**src/rtl/one_hot_iterator_if.sv**
```systemverilog
// one_hot_iterator_if: load, beat and control signals shared by one_hot_iterator and its user.
interface one_hot_iterator_if #(parameter int WIDTH = 8);
  localparam int INDEX_WIDTH = ($clog2(WIDTH) > 1) ? $clog2(WIDTH) : 1;
  logic clear;
  logic load_valid;
  logic [WIDTH-1:0] load_data;
  logic load_ready;
  logic out_valid;
  logic [WIDTH-1:0] out_one_hot;
  logic [INDEX_WIDTH-1:0] out_index;
  logic out_last;
  logic out_ready;
  logic busy;
  modport master (
    output clear, load_valid, load_data, out_ready,
    input load_ready, out_valid, out_one_hot, out_index, out_last, busy
  );
  modport slave (
    input clear, load_valid, load_data, out_ready,
    output load_ready, out_valid, out_one_hot, out_index, out_last, busy
  );
endinterface

```
**src/rtl/one_hot_iterator.sv**
```systemverilog
// one_hot_iterator: emits the set bits of a loaded vector as one-hot beats, lowest bit first.
module one_hot_iterator #(
  parameter int WIDTH = 8
) (
  input logic clock,
  input logic reset,
  one_hot_iterator_if.slave bus
);
  localparam int IW = ($clog2(WIDTH) > 1) ? $clog2(WIDTH) : 1;
  typedef enum logic {IDLE, ITERATE} state_t;
  state_t state;
  logic [WIDTH-1:0] remaining;
  logic [WIDTH-1:0] lowest;
  logic [WIDTH-1:0] rest;
  logic [IW-1:0] index;
  logic iterating;
  logic last;
  logic fire;
  logic load;
  always_comb begin
    lowest = remaining & (~remaining + WIDTH'(1));
    rest = remaining & ~lowest;
    last = rest == '0;
    index = '0;
    for (int i = 0; i < WIDTH; i++)
      if (lowest[i]) index = IW'(i);
  end
  assign iterating = state == ITERATE;
  assign fire = iterating && bus.out_ready;
  // A load may land on the final beat so a new vector follows without a bubble.
  assign bus.load_ready = (!iterating || (fire && last)) && !bus.clear && !reset;
  assign load = bus.load_valid && bus.load_ready;
  assign bus.out_valid = iterating;
  assign bus.busy = iterating;
  assign bus.out_one_hot = iterating ? lowest : '0;
  assign bus.out_index = iterating ? index : '0;
  assign bus.out_last = iterating && last;
  always_ff @(posedge clock) begin
    if (reset || bus.clear) begin
      state <= IDLE;
      remaining <= '0;
    end else if (load) begin
      remaining <= bus.load_data;
      state <= (bus.load_data != '0) ? ITERATE : IDLE;
    end else if (fire) begin
      remaining <= rest;
      state <= last ? IDLE : ITERATE;
    end
  end
endmodule

```
**src/flat_wrapper.sv**
```systemverilog
// flat-port wrapper written by rule: the top's interface ports become plain ports
module one_hot_iterator_flat 
#(
  parameter int WIDTH = 8
)
  (clock, reset, bus_clear, bus_load_valid, bus_load_data, bus_out_ready, bus_load_ready, bus_out_valid, bus_out_one_hot, bus_out_index, bus_out_last, bus_busy);
  one_hot_iterator_if #(.WIDTH(WIDTH)) bus_i ();
  input logic clock;
  input logic reset;
  input wire logic [$bits(bus_i.clear)-1:0] bus_clear;
  input wire logic [$bits(bus_i.load_valid)-1:0] bus_load_valid;
  input wire logic [$bits(bus_i.load_data)-1:0] bus_load_data;
  input wire logic [$bits(bus_i.out_ready)-1:0] bus_out_ready;
  output wire logic [$bits(bus_i.load_ready)-1:0] bus_load_ready;
  output wire logic [$bits(bus_i.out_valid)-1:0] bus_out_valid;
  output wire logic [$bits(bus_i.out_one_hot)-1:0] bus_out_one_hot;
  output wire logic [$bits(bus_i.out_index)-1:0] bus_out_index;
  output wire logic [$bits(bus_i.out_last)-1:0] bus_out_last;
  output wire logic [$bits(bus_i.busy)-1:0] bus_busy;
  assign bus_i.clear = bus_clear;
  assign bus_i.load_valid = bus_load_valid;
  assign bus_i.load_data = bus_load_data;
  assign bus_i.out_ready = bus_out_ready;
  assign bus_load_ready = bus_i.load_ready;
  assign bus_out_valid = bus_i.out_valid;
  assign bus_out_one_hot = bus_i.out_one_hot;
  assign bus_out_index = bus_i.out_index;
  assign bus_out_last = bus_i.out_last;
  assign bus_busy = bus_i.busy;
  one_hot_iterator #(.WIDTH(WIDTH)) u_core (.clock(clock), .reset(reset), .bus(bus_i));
endmodule
```
**config.mk**
```make
export PLATFORM = sky130hd
export DESIGN_NAME = one_hot_iterator_flat
export DESIGN_NICKNAME = d
export VERILOG_FILES = /design/src/rtl/one_hot_iterator_if.sv /design/src/rtl/one_hot_iterator.sv /design/src/flat_wrapper.sv
export SDC_FILE = /design/constraint.sdc
export NUM_CORES = 1
export LEC_CHECK = 0
export CORE_MARGIN = 3
export CORE_UTILIZATION = 45
export DETAILED_ROUTE_END_ITERATION = 16
export PLACE_DENSITY = 0.75
export SETUP_SLACK_MARGIN = 0.3
export SLEW_MARGIN = 20
export SYNTH_ARGS = -nofsm -noshare
export SYNTH_HDL_FRONTEND = slang
export SYNTH_SLANG_ARGS = --single-unit
```
**constraint.sdc**
```tcl
create_clock -name clock -period 2.1 [get_ports clock]
set_clock_uncertainty 0.05 [all_clocks]
set_input_delay 0.21 -clock clock [delete_from_list [all_inputs] [get_ports clock]]
set_output_delay 0.21 -clock clock [all_outputs]
set_load 0.005 [all_outputs]
```
==> results of run 1 <==
-- power by group --
group	switching (mW)	total [mW]	internal, mW
clock	0.0754	0.149	0.0738
sequential	0.0124	0.192	0.180
combinational	0.132	0.285	0.153
total	0.220	0.626	0.407
-- layer usage --
metal	vias up	routed length, um
met2	62	1780
met5	-	0
met3	15	255
li1	507	-
met1	510	1250
met4	0	119
-- flip-flops by register name, summed over array words and instances, names as in the netlist --
| name | count |
|---|---|
| u_core.remaining | 8 |
| u_core.bus.busy | 1 |
-- cells by family after synthesis --
| logic type | count (synthesis) | share of synthesized area (%) |
|---|---|---|
| mux | 2 | 2.29 |
| simple gates | 42 | 24.1 |
| fa+ha+maj | 1 | 1.14 |
| buf+inv | 18 | 12.0 |
| compound gates | 39 | 39.9 |
| flops | 9 | 20.6 |
-- tightest hold or removal path: stages --
cell and delay (ns):
clkdlybuf4s50_1 0.46, nand2_1 0.09, mux2i_1 0.06
-- cell usage in the layout, fill, tap and decap left out, drive strengths merged, types with 5 or more instances in the layout --
master and n:
a221o 6, a22oi 6, buf 33, clkbuf 7
clkdlybuf4s50 15, dfxtp 9, inv 5, nand2 5
nor2 16, nor3 5, o21a 5
-- what timing repair did --
| action | CTS | global route |
|---|---|---|
| hold buffers | 0 | 0 |
| pin swaps | 18 | 13 |
| setup buffers | 8 | 4 |
| gates resized for setup | 57 | 22 |
| setup endpoints to repair | 19 | 19 |
-- per-stage QoR --
stage | hold slack [ns] | setup WS (ns) | power, mW
detailed placement | 0.573 | -0.0451 | 0.390
global placement | 0.569 | -0.00413 | 0.386
finish | 0.529 | -0.0825 | 0.626
global route | 0.521 | -0.170 | 0.654
floorplan | 0.299 | 0.261 | 0.313
CTS | 0.482 | -0.0508 | 0.580
-- final cells by class --
cell class / instances / share of cell area, %
Clock buffer: 4 / 1.84
Tap cell: 25 / 2.19
Timing Repair Buffer: 54 / 33.1
Sequential cell: 9 / 13.3
Inverter: 5 / 1.31
Multi-Input combinational cell: 84 / 48.2
-- worst max path at each step --
stage / to / from / depth (start not counted) / slack [ns]
2_1_floorplan: u_core.remaining[2] / u_core.remaining[3] / 6 / 0.26
3_3_place_gp: bus_load_ready / u_core.remaining[2] / 7 / -0.004
3_5_place_dp: bus_load_ready / u_core.remaining[2] / 6 / -0.05
4_1_cts: bus_load_ready / u_core.remaining[4] / 7 / -0.05
5_1_grt: bus_load_ready / u_core.remaining[1] / 8 / -0.17
6_report: bus_load_ready / u_core.remaining[3] / 8 / -0.08
==> metrics.csv, run 1 <==
stage;metric;value;unit
critical_path;reg2reg start;u_core.remaining[3];
place;post-DP HPWL;2020;um
synthesis;EDFF count, synth;0;
sta;Final period util;104;%
final_layout;NumNets Final;170;
clock_tree;Worst-path clk slew;0.07;ns
detailed_routing;TritonRoute pass-1 iters;4;
critical_path;CP Max Fanout;3;
synthesis;most frequent cells after synthesis;nor2_1 (16), dfxtp_1 (9), a221o_1 (6), a22oi_1 (6);
sta;Final setup viols;9;
critical_path;crit path cell chain;buf_4 -> maj3_1 -> o21ai_1 -> o21a_2 -> buf_6 -> a21boi_2 -> nor2_1 -> buf_2;
final_layout;Register Area;190;um^2
critical_path;CP bufs+invs;3;
clock_tree;CTS tree;done;
critical_path;Slowest-stage cell, CP;maj3_1;
floorplan;Die Span Y;50.1;um
synthesis;largest cells by area after synthesis;dfxtp_1 (21%), a221o_1 (6.9%), nor2_1 (6.9%), a22oi_1 (5.1%), buf_6 (3.9%);
synthesis;sequential share of the synthesized area;20.6;%
power_and_ir_drop;PwrDens;438;mW/mm^2
place;Post-DP Area;0.00120;mm^2
sta;Worst-Margin Slew;0.672;ns
final_layout;Area Growth Syn to Fin;63.1;%
synthesis;Synth async-reset ratio;0;%
place;IO Port Bufs;27;
floorplan;FP Rows;15;
detailed_routing;Vias;1094;
hold_path;HP Start;bus_load_data[1];
grt;Top Usage Layer GRT;met2;
grt;vias in the first global route;1068;
sta;min Tclk post-route;2.18;ns
critical_path;Critical R2R Capture;u_core.remaining[4];
critical_path;CP Launch Type;register;
final_layout;layout cells sized above 1;44.2;%
sta;RSZ-0062 raised after global routing;yes;
floorplan;die area;0.00251;mm^2
critical_path;FF-to-FF path depth;10;
detailed_routing;DR WL/cell;18.8;um
clock_tree;CTS max path bufs;2;
synthesis;Cell Area, Synth;876;um^2
floorplan;# IOs;28;
critical_path;CP max stage delay;0.37;ns
sta;Max Slew Vio Count;0;
detailed_routing;Via density;6.04;
synthesis;Synth cell types;42;
synthesis;Avg Cell Area, Syn;7.89;um^2
synthesis;Main synth FF type;dfxtp_1;
sta;f_max;458;MHz
synthesis;post-synth top area cell;dfxtp_1;
grt;first-pass GRT wire length;4890;um
power_and_ir_drop;Pleak;0.592;nW
grt;met2 Usage GRT;46.3;%
final_layout;Design Area, Final;0.00143;mm^2
grt;grt met1 use;27.9;%
synthesis;synthesized instance count;111;
detailed_routing;Routed Antenna Nets;0;
sta;Slew Limit Headroom;55.1;%
sta;final setup margin;-0.0825;ns
critical_path;crit path capture type;output port;
final_layout;fill count;113;
synthesis;post-synth top area share;20.6;%
place;placed cells;165;
power_and_ir_drop;worst vdd ir;0.319;mV
grt;largest net degree at the start of global routing;12;
critical_path;CP Class;register to output port;
clock_tree;H-tree Lvls;1;
clock_tree;number of CTS-inserted buffers;3;
clock_tree;CTS Sinks;9;
critical_path;CP Data Arrival Time;1.92;ns
critical_path;CP required;1.84;ns
grt;initial antenna violation count;0;
clock_tree;CTS Root Cell;clkbuf_4;
critical_path;CP delay by family, top;compound AO/OA/AOI/OAI gates;
final_layout;Cell Count, Final, Fillers Out;181;
detailed_routing;initial DRC count;57;
clock_tree;Clock Latency Late Sink;0.28;ns
detailed_routing;DRT Wirelength;3410;um
detailed_routing;Post-route DRC;0;
final_layout;Multi-input gate area;689;um^2
hold_path;hold endpoint;u_core.remaining[1];
place;GP Congestion;0.795;
final_layout;Final Core Density;80.1;%
status;violated checks;negative setup slack;
floorplan;Die X;50.1;um
grt;Total GRT Usage;25.9;%
grt;met3 track demand over resource;7.25;%
flow_run;Max-cap violations;0;
sta;setup TNS;-0.423;ns
final_layout;ANT cells;0;
synthesis;YS warnings;0;
hold_path;hold path cells;3;
grt;total gr overflow;0;
status;run status;finished, violations left;
floorplan;Initial Util;49.1;%
synthesis;register bit total from synthesis;9;
floorplan;Core Region;0.00178;mm^2
sta;Final Hold Viols;0;
synthesis;top-count cell post-synth;nor2_1;
critical_path;reg2reg setup slack;-0.06;ns
synthesis;syn nets;124;
hold_path;HP Class;input pin to register;
Power figures use the tool's default switching activity.
==> run 2, diff against run 1 <==
--- a/config.mk
+++ b/config.mk
@@ -5,10 +5,12 @@
 export SDC_FILE = /design/constraint.sdc
 export NUM_CORES = 1
 export LEC_CHECK = 0
+export ABC_AREA = 1
 export CORE_MARGIN = 3
 export CORE_UTILIZATION = 45
 export DETAILED_ROUTE_END_ITERATION = 16
-export PLACE_DENSITY = 0.75
+export GPL_TIMING_DRIVEN = 1
+export PLACE_DENSITY = 0.76
 export SETUP_SLACK_MARGIN = 0.3
 export SLEW_MARGIN = 20
 export SYNTH_ARGS = -nofsm -noshare
==> run 2 against run 1 <==
- the run now ends clean
- routed wire length decreased by 26%
- non-clock buffer count decreased by 15
- area after synthesis decreased by 5.1%
- clock power decreased by 6%
- cell area decreased by 10%
- final cell count increased by 11%
- worst setup slack improved by 0.26 ns
==> metrics.csv, run 2 <==
stage;metric;value;unit;change
status;run status;finished, final reports clean;;was finished, violations left
detailed_routing;Post-route DRC;0;;unchanged
place;IO Port Bufs;27;;unchanged
final_layout;commonest non-fill, non-tap cell in the layout;nand2_1;;was buf_4
grt;Total GRT Usage;19.8;%;was 25.9%
synthesis;Avg Cell Area, Syn;6.02;um^2;was 7.89 um^2
grt;vias in the first global route;896;;was 1068
detailed_routing;DR WL/cell;12.6;um;was 18.8 um
floorplan;FP Rows;14;;was 15
synthesis;post-synth top area cell;dfxtp_1;;unchanged
synthesis;most frequent cells after synthesis;nand2_1 (30), inv_1 (19), nand3_1 (16), nor2_1 (13), a21oi_1 (11);;was nor2_1 (16), dfxtp_1 (9), a221o_1 (6), a22oi_1 (6)
critical_path;CP required;1.84;ns;about the same
final_layout;ANT cells;0;;unchanged
final_layout;largest register by flop count;u_core.remaining;;unchanged
grt;total gr overflow;0;;unchanged
clock_tree;CTS tree;done;;unchanged
detailed_routing;initial DRC count;55;;was 57
floorplan;Initial Util;51.6;%;was 49.1%
detailed_routing;DRT Wirelength;2530;um;was 3410 um
sta;Final period util;91.4;%;was 104%
floorplan;die area;0.00240;mm^2;was 0.00251 mm^2
final_layout;fill count;129;;was 113
sta;final setup margin;0.180;ns;was -0.0825 ns
place;GP Congestion;0.890;;was 0.795
clock_tree;hold_buf cts;0;;unchanged
clock_tree;H-tree Lvls;1;;unchanged
sta;min Tclk post-route;1.92;ns;was 2.18 ns
synthesis;register bit total from synthesis;9;;unchanged
grt;first-pass GRT wire length;3850;um;was 4890 um
critical_path;CP Max Fanout;4;;was 3
clock_tree;number of CTS-inserted buffers;3;;unchanged
synthesis;post-synth top area share;21.7;%;was 20.6%
critical_path;crit path capture type;output port;;unchanged
detailed_routing;Routed Antenna Nets;0;;unchanged
critical_path;CP Launch Type;register;;unchanged
flow_run;Max-cap violations;0;;unchanged
synthesis;Synth async-reset ratio;0;%;unchanged
final_layout;NumNets Final;191;;was 170
clock_tree;CTS Sinks;9;;unchanged
detailed_routing;TritonRoute pass-1 iters;6;;was 4
hold_path;HP Class;register to register;;was input pin to register
clock_tree;Clock Latency Late Sink;0.26;ns;was 0.28 ns
synthesis;synthesized instance count;138;;was 111
place;dpl ws;0.0598;ns;was -0.0451 ns
grt;initial antenna violation count;0;;unchanged
floorplan;# IOs;28;;unchanged
final_layout;Area Growth Syn to Fin;54.5;%;was 63.1%
clock_tree;Worst-path clk slew;0.07;ns;about the same
final_layout;layout cells sized above 1;28.8;%;was 44.2%
detailed_routing;Via density;5.30;;was 6.04
power_and_ir_drop;worst vdd ir;0.264;mV;was 0.319 mV
synthesis;Main synth FF type;dfxtp_1;;unchanged
sta;Final Hold Viols;0;;unchanged
final_layout;commonest non-fill, non-tap cells in the layout;nand2_1 (27), inv_1 (17), clkdlybuf4s50_1 (16);;was buf_4 (19), nor2_1 (15), clkdlybuf4s50_1 (15)
synthesis;YS warnings;0;;unchanged
power_and_ir_drop;PwrDens;340;mW/mm^2;was 438 mW/mm^2
final_layout;number of flip-flops in the largest register;8;;unchanged
synthesis;top-count cell post-synth;nand2_1;;was nor2_1
place;post-DP HPWL;1700;um;was 2020 um
synthesis;EDFF count, synth;0;;unchanged
floorplan;Die X;49.0;um;was 50.1 um
floorplan;Core Region;0.00161;mm^2;was 0.00178 mm^2
synthesis;largest cells by area after synthesis;dfxtp_1 (22%), nand2_1 (14%), nand3_1 (9.6%), inv_1 (8.6%), a21oi_1 (6.6%);;was dfxtp_1 (21%), a221o_1 (6.9%), nor2_1 (6.9%), a22oi_1 (5.1%), buf_6 (3.9%)
power_and_ir_drop;Pleak;0.619;nW;was 0.592 nW
critical_path;CP Class;register to output port;;unchanged
synthesis;Synth cell types;26;;was 42
clock_tree;CTS max path bufs;2;;unchanged
critical_path;CP Data Arrival Time;1.66;ns;was 1.92 ns
floorplan;Die Span Y;49.0;um;was 50.1 um
sta;setup TNS;0;ns;was -0.423 ns
sta;f_max;521;MHz;was 458 MHz
sta;Max Slew Vio Count;0;;unchanged
sta;Worst-Margin Slew;0.479;ns;was 0.672 ns
synthesis;Cell Area, Synth;831;um^2;was 876 um^2
synthesis;sequential share of the synthesized area;21.7;%;was 20.6%
detailed_routing;Vias;1065;;was 1094
sta;RSZ-0062 raised after global routing;yes;;unchanged
clock_tree;CTS Root Cell;clkbuf_4;;unchanged
sta;Slew Limit Headroom;68.0;%;was 55.1%
grt;largest net degree at the start of global routing;16;;was 12
sta;Final setup viols;0;;was 9
synthesis;syn nets;151;;was 124
## run 2: final cells by class
class                   instances  area, um^2  area share [%]
clock buffers                   4        26.3            2.05
inverters                      22        82.6            6.43
multi-input cells             103         607            47.3
flip-flops and latches          9         190            14.8
well taps                      24        30.0            2.34
repair buffers                 39         348            27.1
## run 2: per-stage QoR
| step | hold slack (ns) | std cells | cell area (um^2) | power (mW) | util [%] |
|---|---|---|---|---|---|
| floorplan | 0.325 | 138 | 831 | 0.238 | - |
| global placement | 0.435 | 187 | 1120 | 0.277 | 69.6 |
| detailed placement | 0.440 | 187 | 1120 | 0.278 | 69.6 |
| CTS | 0.450 | 197 | 1200 | 0.418 | 74.8 |
| global route | 0.503 | 201 | 1280 | 0.455 | 79.7 |
| finish | 0.447 | 201 | 1280 | 0.436 | 79.7 |
## run 2: worst paths after layout
path         cells past startpoint                 from  slack [ns]             endpoint
max                              3  u_core.remaining[2]        0.18   bus_out_one_hot[2]
min                              2  u_core.remaining[7]        0.45  u_core.remaining[7]
max reg2reg                     12  u_core.remaining[1]        0.22  u_core.remaining[5]
min reg2reg                      2  u_core.remaining[7]        0.45  u_core.remaining[7]
## run 2: worst max-delay path, stage by stage, from the launching register on
cell             delay, ns
dfxtp_1               0.40
inv_1                 0.12
nor4_1                0.31
clkdlybuf4s50_1       0.56
## run 2: cell families after synthesis
family / Yosys count / share of synthesized area [%]
simple gates: 87 / 55.0
buf+inv: 27 / 13.9
compound gates: 15 / 9.49
flops: 9 / 21.7
## run 2: what timing repair did
item	4_1_cts	5_1_grt
gates resized for setup	36	16
buffers inserted	6	3
setup endpoints to repair	13	15
gates cloned	0	1
pin swaps	6	8
## run 2: layer usage
metal | vias to the layer above | track usage [%] | part of all wire, %
li1 | 540 | - | -
met3 | 6 | 2.75 | 7.7
met1 | 459 | 23.0 | 43
met5 | - | 0 | 0
met2 | 60 | 37.1 | 48
met4 | 0 | 5.69 | 1.7
## run 2: report_power, final
part	switching (mW)	leakage [nW]	internal, mW	total [mW]
Combinational	0.0616	0.529	0.0567	0.118
Clock	0.0670	0.0150	0.0734	0.140
Sequential	0.00529	0.0754	0.172	0.178
Total	0.134	0.619	0.302	0.436
==> run 3, diff against run 2 <==
--- a/config.mk
+++ b/config.mk
@@ -6,10 +6,11 @@
 export NUM_CORES = 1
 export LEC_CHECK = 0
 export ABC_AREA = 1
-export CORE_MARGIN = 3
+export CORE_MARGIN = 2
 export CORE_UTILIZATION = 45
 export DETAILED_ROUTE_END_ITERATION = 16
 export GPL_TIMING_DRIVEN = 1
+export MAX_ROUTING_LAYER = met4
 export PLACE_DENSITY = 0.76
 export SETUP_SLACK_MARGIN = 0.3
 export SLEW_MARGIN = 20
==> run 3 against run 2 <==
- first-iteration DRC count fell by 15%
- cell area increased by 5.1%
- combinational power grew 6%
- critical endpoint is now bus_load_ready
- highest routed layer unchanged
==> metrics.csv, run 3 (synthesized netlist as in run 2, its figures left out) <==
stage;metric;value;unit;change
detailed_routing;DR WL/cell;13.7;um;was 12.6 um
critical_path;CP Launch Type;register;;unchanged
detailed_routing;TritonRoute pass-1 iters;4;;was 6
floorplan;die area;0.00221;mm^2;was 0.00240 mm^2
flow_run;Max-cap violations;0;;unchanged
sta;final setup margin;0.161;ns;was 0.180 ns
grt;first-pass GRT wire length;3330;um;was 3850 um
final_layout;Cell Count, Final, Fillers Out;204;;was 201
power_and_ir_drop;PwrDens;332;mW/mm^2;was 340 mW/mm^2
sta;Final setup viols;0;;unchanged
critical_path;critical path's most frequent cell;nor2_4;;
floorplan;Core Region;0.00173;mm^2;was 0.00161 mm^2
place;Post-DP Area;0.00111;mm^2;was 0.00112 mm^2
place;GP Congestion;0.830;;was 0.890
final_layout;Design Area, Final;0.00135;mm^2;was 0.00128 mm^2
hold_path;HP Start;u_core.remaining[7];;unchanged
floorplan;FP Rows;15;;was 14
critical_path;critical path startpoint;u_core.remaining[1];;was u_core.remaining[2]
status;run status;finished, final reports clean;;unchanged
sta;Final period util;92.4;%;was 91.4%
critical_path;CP Max Fanout;4;;unchanged
power_and_ir_drop;worst vdd ir;0.228;mV;was 0.264 mV
sta;hold slack;0.426;ns;was 0.447 ns
clock_tree;Worst-path clk slew;0.06;ns;was 0.07 ns
grt;largest net degree at the start of global routing;16;;unchanged
place;IO Port Bufs;27;;unchanged
sta;f_max;516;MHz;was 521 MHz
final_layout;Final Core Density;78.1;%;was 79.7%
clock_tree;number of CTS-inserted buffers;3;;unchanged
critical_path;Slowest-stage cell, CP;dfxtp_4;;was clkdlybuf4s50_1
critical_path;reg2reg start;u_core.remaining[1];;unchanged
floorplan;Die X;47.0;um;was 49.0 um
sta;Worst-Margin Slew;0.484;ns;was 0.479 ns
sta;Slew Limit Headroom;67.6;%;was 68.0%
detailed_routing;Post-route DRC;0;;unchanged
sta;Max Slew Vio Count;0;;unchanged
detailed_routing;Routed Antenna Nets;0;;unchanged
floorplan;Initial Util;48.1;%;was 51.6%
final_layout;number of flip-flops in the largest register;8;;unchanged
final_layout;layout cells sized above 1;39.1;%;was 28.8%
detailed_routing;Vias;1117;;was 1065
sta;Final Hold Viols;0;;unchanged
power_and_ir_drop;Tot Pwr;0.448;mW;was 0.436 mW
floorplan;# IOs;28;;unchanged
critical_path;CP Data Arrival Time;1.68;ns;was 1.66 ns
place;placed cells;187;;unchanged
grt;Total GRT Usage;23.0;%;was 19.8%
critical_path;CP required;1.84;ns;about the same
final_layout;NumNets Final;193;;was 191
sta;min Tclk post-route;1.94;ns;was 1.92 ns
sta;setup TNS;0;ns;unchanged
hold_path;HP Class;register to register;;unchanged
detailed_routing;Via density;5.48;;was 5.30
clock_tree;CTS max path bufs;2;;unchanged
clock_tree;Clock Latency Late Sink;0.29;ns;was 0.26 ns
detailed_routing;initial DRC count;47;;was 55
place;dpl ws;0.0927;ns;was 0.0598 ns
detailed_routing;DRT Wirelength;2800;um;was 2530 um
critical_path;crit path cell chain;nor2_4 -> buf_6 -> nor2_4 -> nor2_2 -> nand3_2 -> nor2_4 -> nand3_2 -> a21oi_2 -> buf_2;;was inv_1 -> nor4_1 -> clkdlybuf4s50_1
power_and_ir_drop;Pleak;0.640;nW;was 0.619 nW
critical_path;CP max stage delay;0.35;ns;was 0.56 ns
grt;vias in the first global route;819;;was 896
final_layout;largest register by flop count;u_core.remaining;;unchanged
final_layout;commonest non-fill, non-tap cell in the layout;nand2_1;;unchanged
critical_path;CP Class;register to output port;;unchanged
clock_tree;CTS Sinks;9;;unchanged
clock_tree;CTS tree;done;;unchanged
grt;total gr overflow;0;;unchanged
final_layout;Area Growth Syn to Fin;62.3;%;was 54.5%
clock_tree;CTS Root Cell;clkbuf_4;;unchanged
critical_path;crit path capture type;output port;;unchanged
floorplan;Die Span Y;47.0;um;was 49.0 um
place;post-DP HPWL;1620;um;was 1700 um
clock_tree;H-tree Lvls;1;;unchanged
grt;initial antenna violation count;0;;unchanged
sta;RSZ-0062 raised after global routing;yes;;unchanged
final_layout;ANT cells;0;;unchanged
final_layout;commonest non-fill, non-tap cells in the layout;nand2_1 (23), inv_1 (15), clkdlybuf4s50_1 (15);;was nand2_1 (27), inv_1 (17), clkdlybuf4s50_1 (16)
-- run 3: changes by cell type in the layout (fill, tap and decap cells not counted), moves of 2 or more --
cell           change
a21oi_1            -3
buf_6              -2
a21oi_2            +4
nand3_2            +4
nor2_1             -2
inv_1              -2
dlygate4sd2_1      +2
inv_2              +2
nand2_1            -4
dfxtp_1            -2
buf_4              +4
nand2_2            +3
nand3_1            -3
dfxtp_4            +2
-- run 3: path summary, 6_finish.rpt --
check	to	cells after the start	slack [ns]
hold / removal	u_core.remaining[7]	2	0.43
hold reg to reg	u_core.remaining[7]	2	0.43
setup reg to reg	u_core.remaining[4]	13	0.21
setup / recovery	bus_load_ready	9	0.16
-- run 3: layout make-up --
class	count	area [um^2]
fillers	120	378
flip-flops and latches	9	198
well taps	25	31.3
multi-input cells	103	658
repair buffers	41	353
clock buffers	4	26.3
inverters	22	82.6
-- run 3: worst max-delay path, delay by kind of cell, from the launching register on --
kind,cells,cell delay [ns]
DFF,1,0.35
and+or+nand+nor,6,0.61
buffers and inverters,2,0.28
AOI/OAI and AO/OA,1,0.14
-- run 3: metal layers --
layer | vias up | routed length (um) | global-route usage, %
met1 | 492 | 1010 | 24.1
met4 | 0 | 89 | 18.9
met3 | 11 | 273 | 4.23
met2 | 78 | 1430 | 37.0
li1 | 536 | - | -
met5 | - | 0 | -
-- run 3: report_power, final --
| group | internal, mW | total [mW] | switching [mW] |
|---|---|---|---|
| sequential | 0.170 | 0.176 | 0.00581 |
| combinational | 0.0592 | 0.125 | 0.0662 |
| clock | 0.0740 | 0.146 | 0.0723 |
| total | 0.304 | 0.448 | 0.144 |
-- run 3: what timing repair did --
action                     CTS  global route
pin swaps                    8            17
hold endpoints to repair     0             0
cloned                       0             1
gates resized for setup     38            31
hold buffers                 0             0
setup buffers                4             8
setup endpoints to repair   12            15
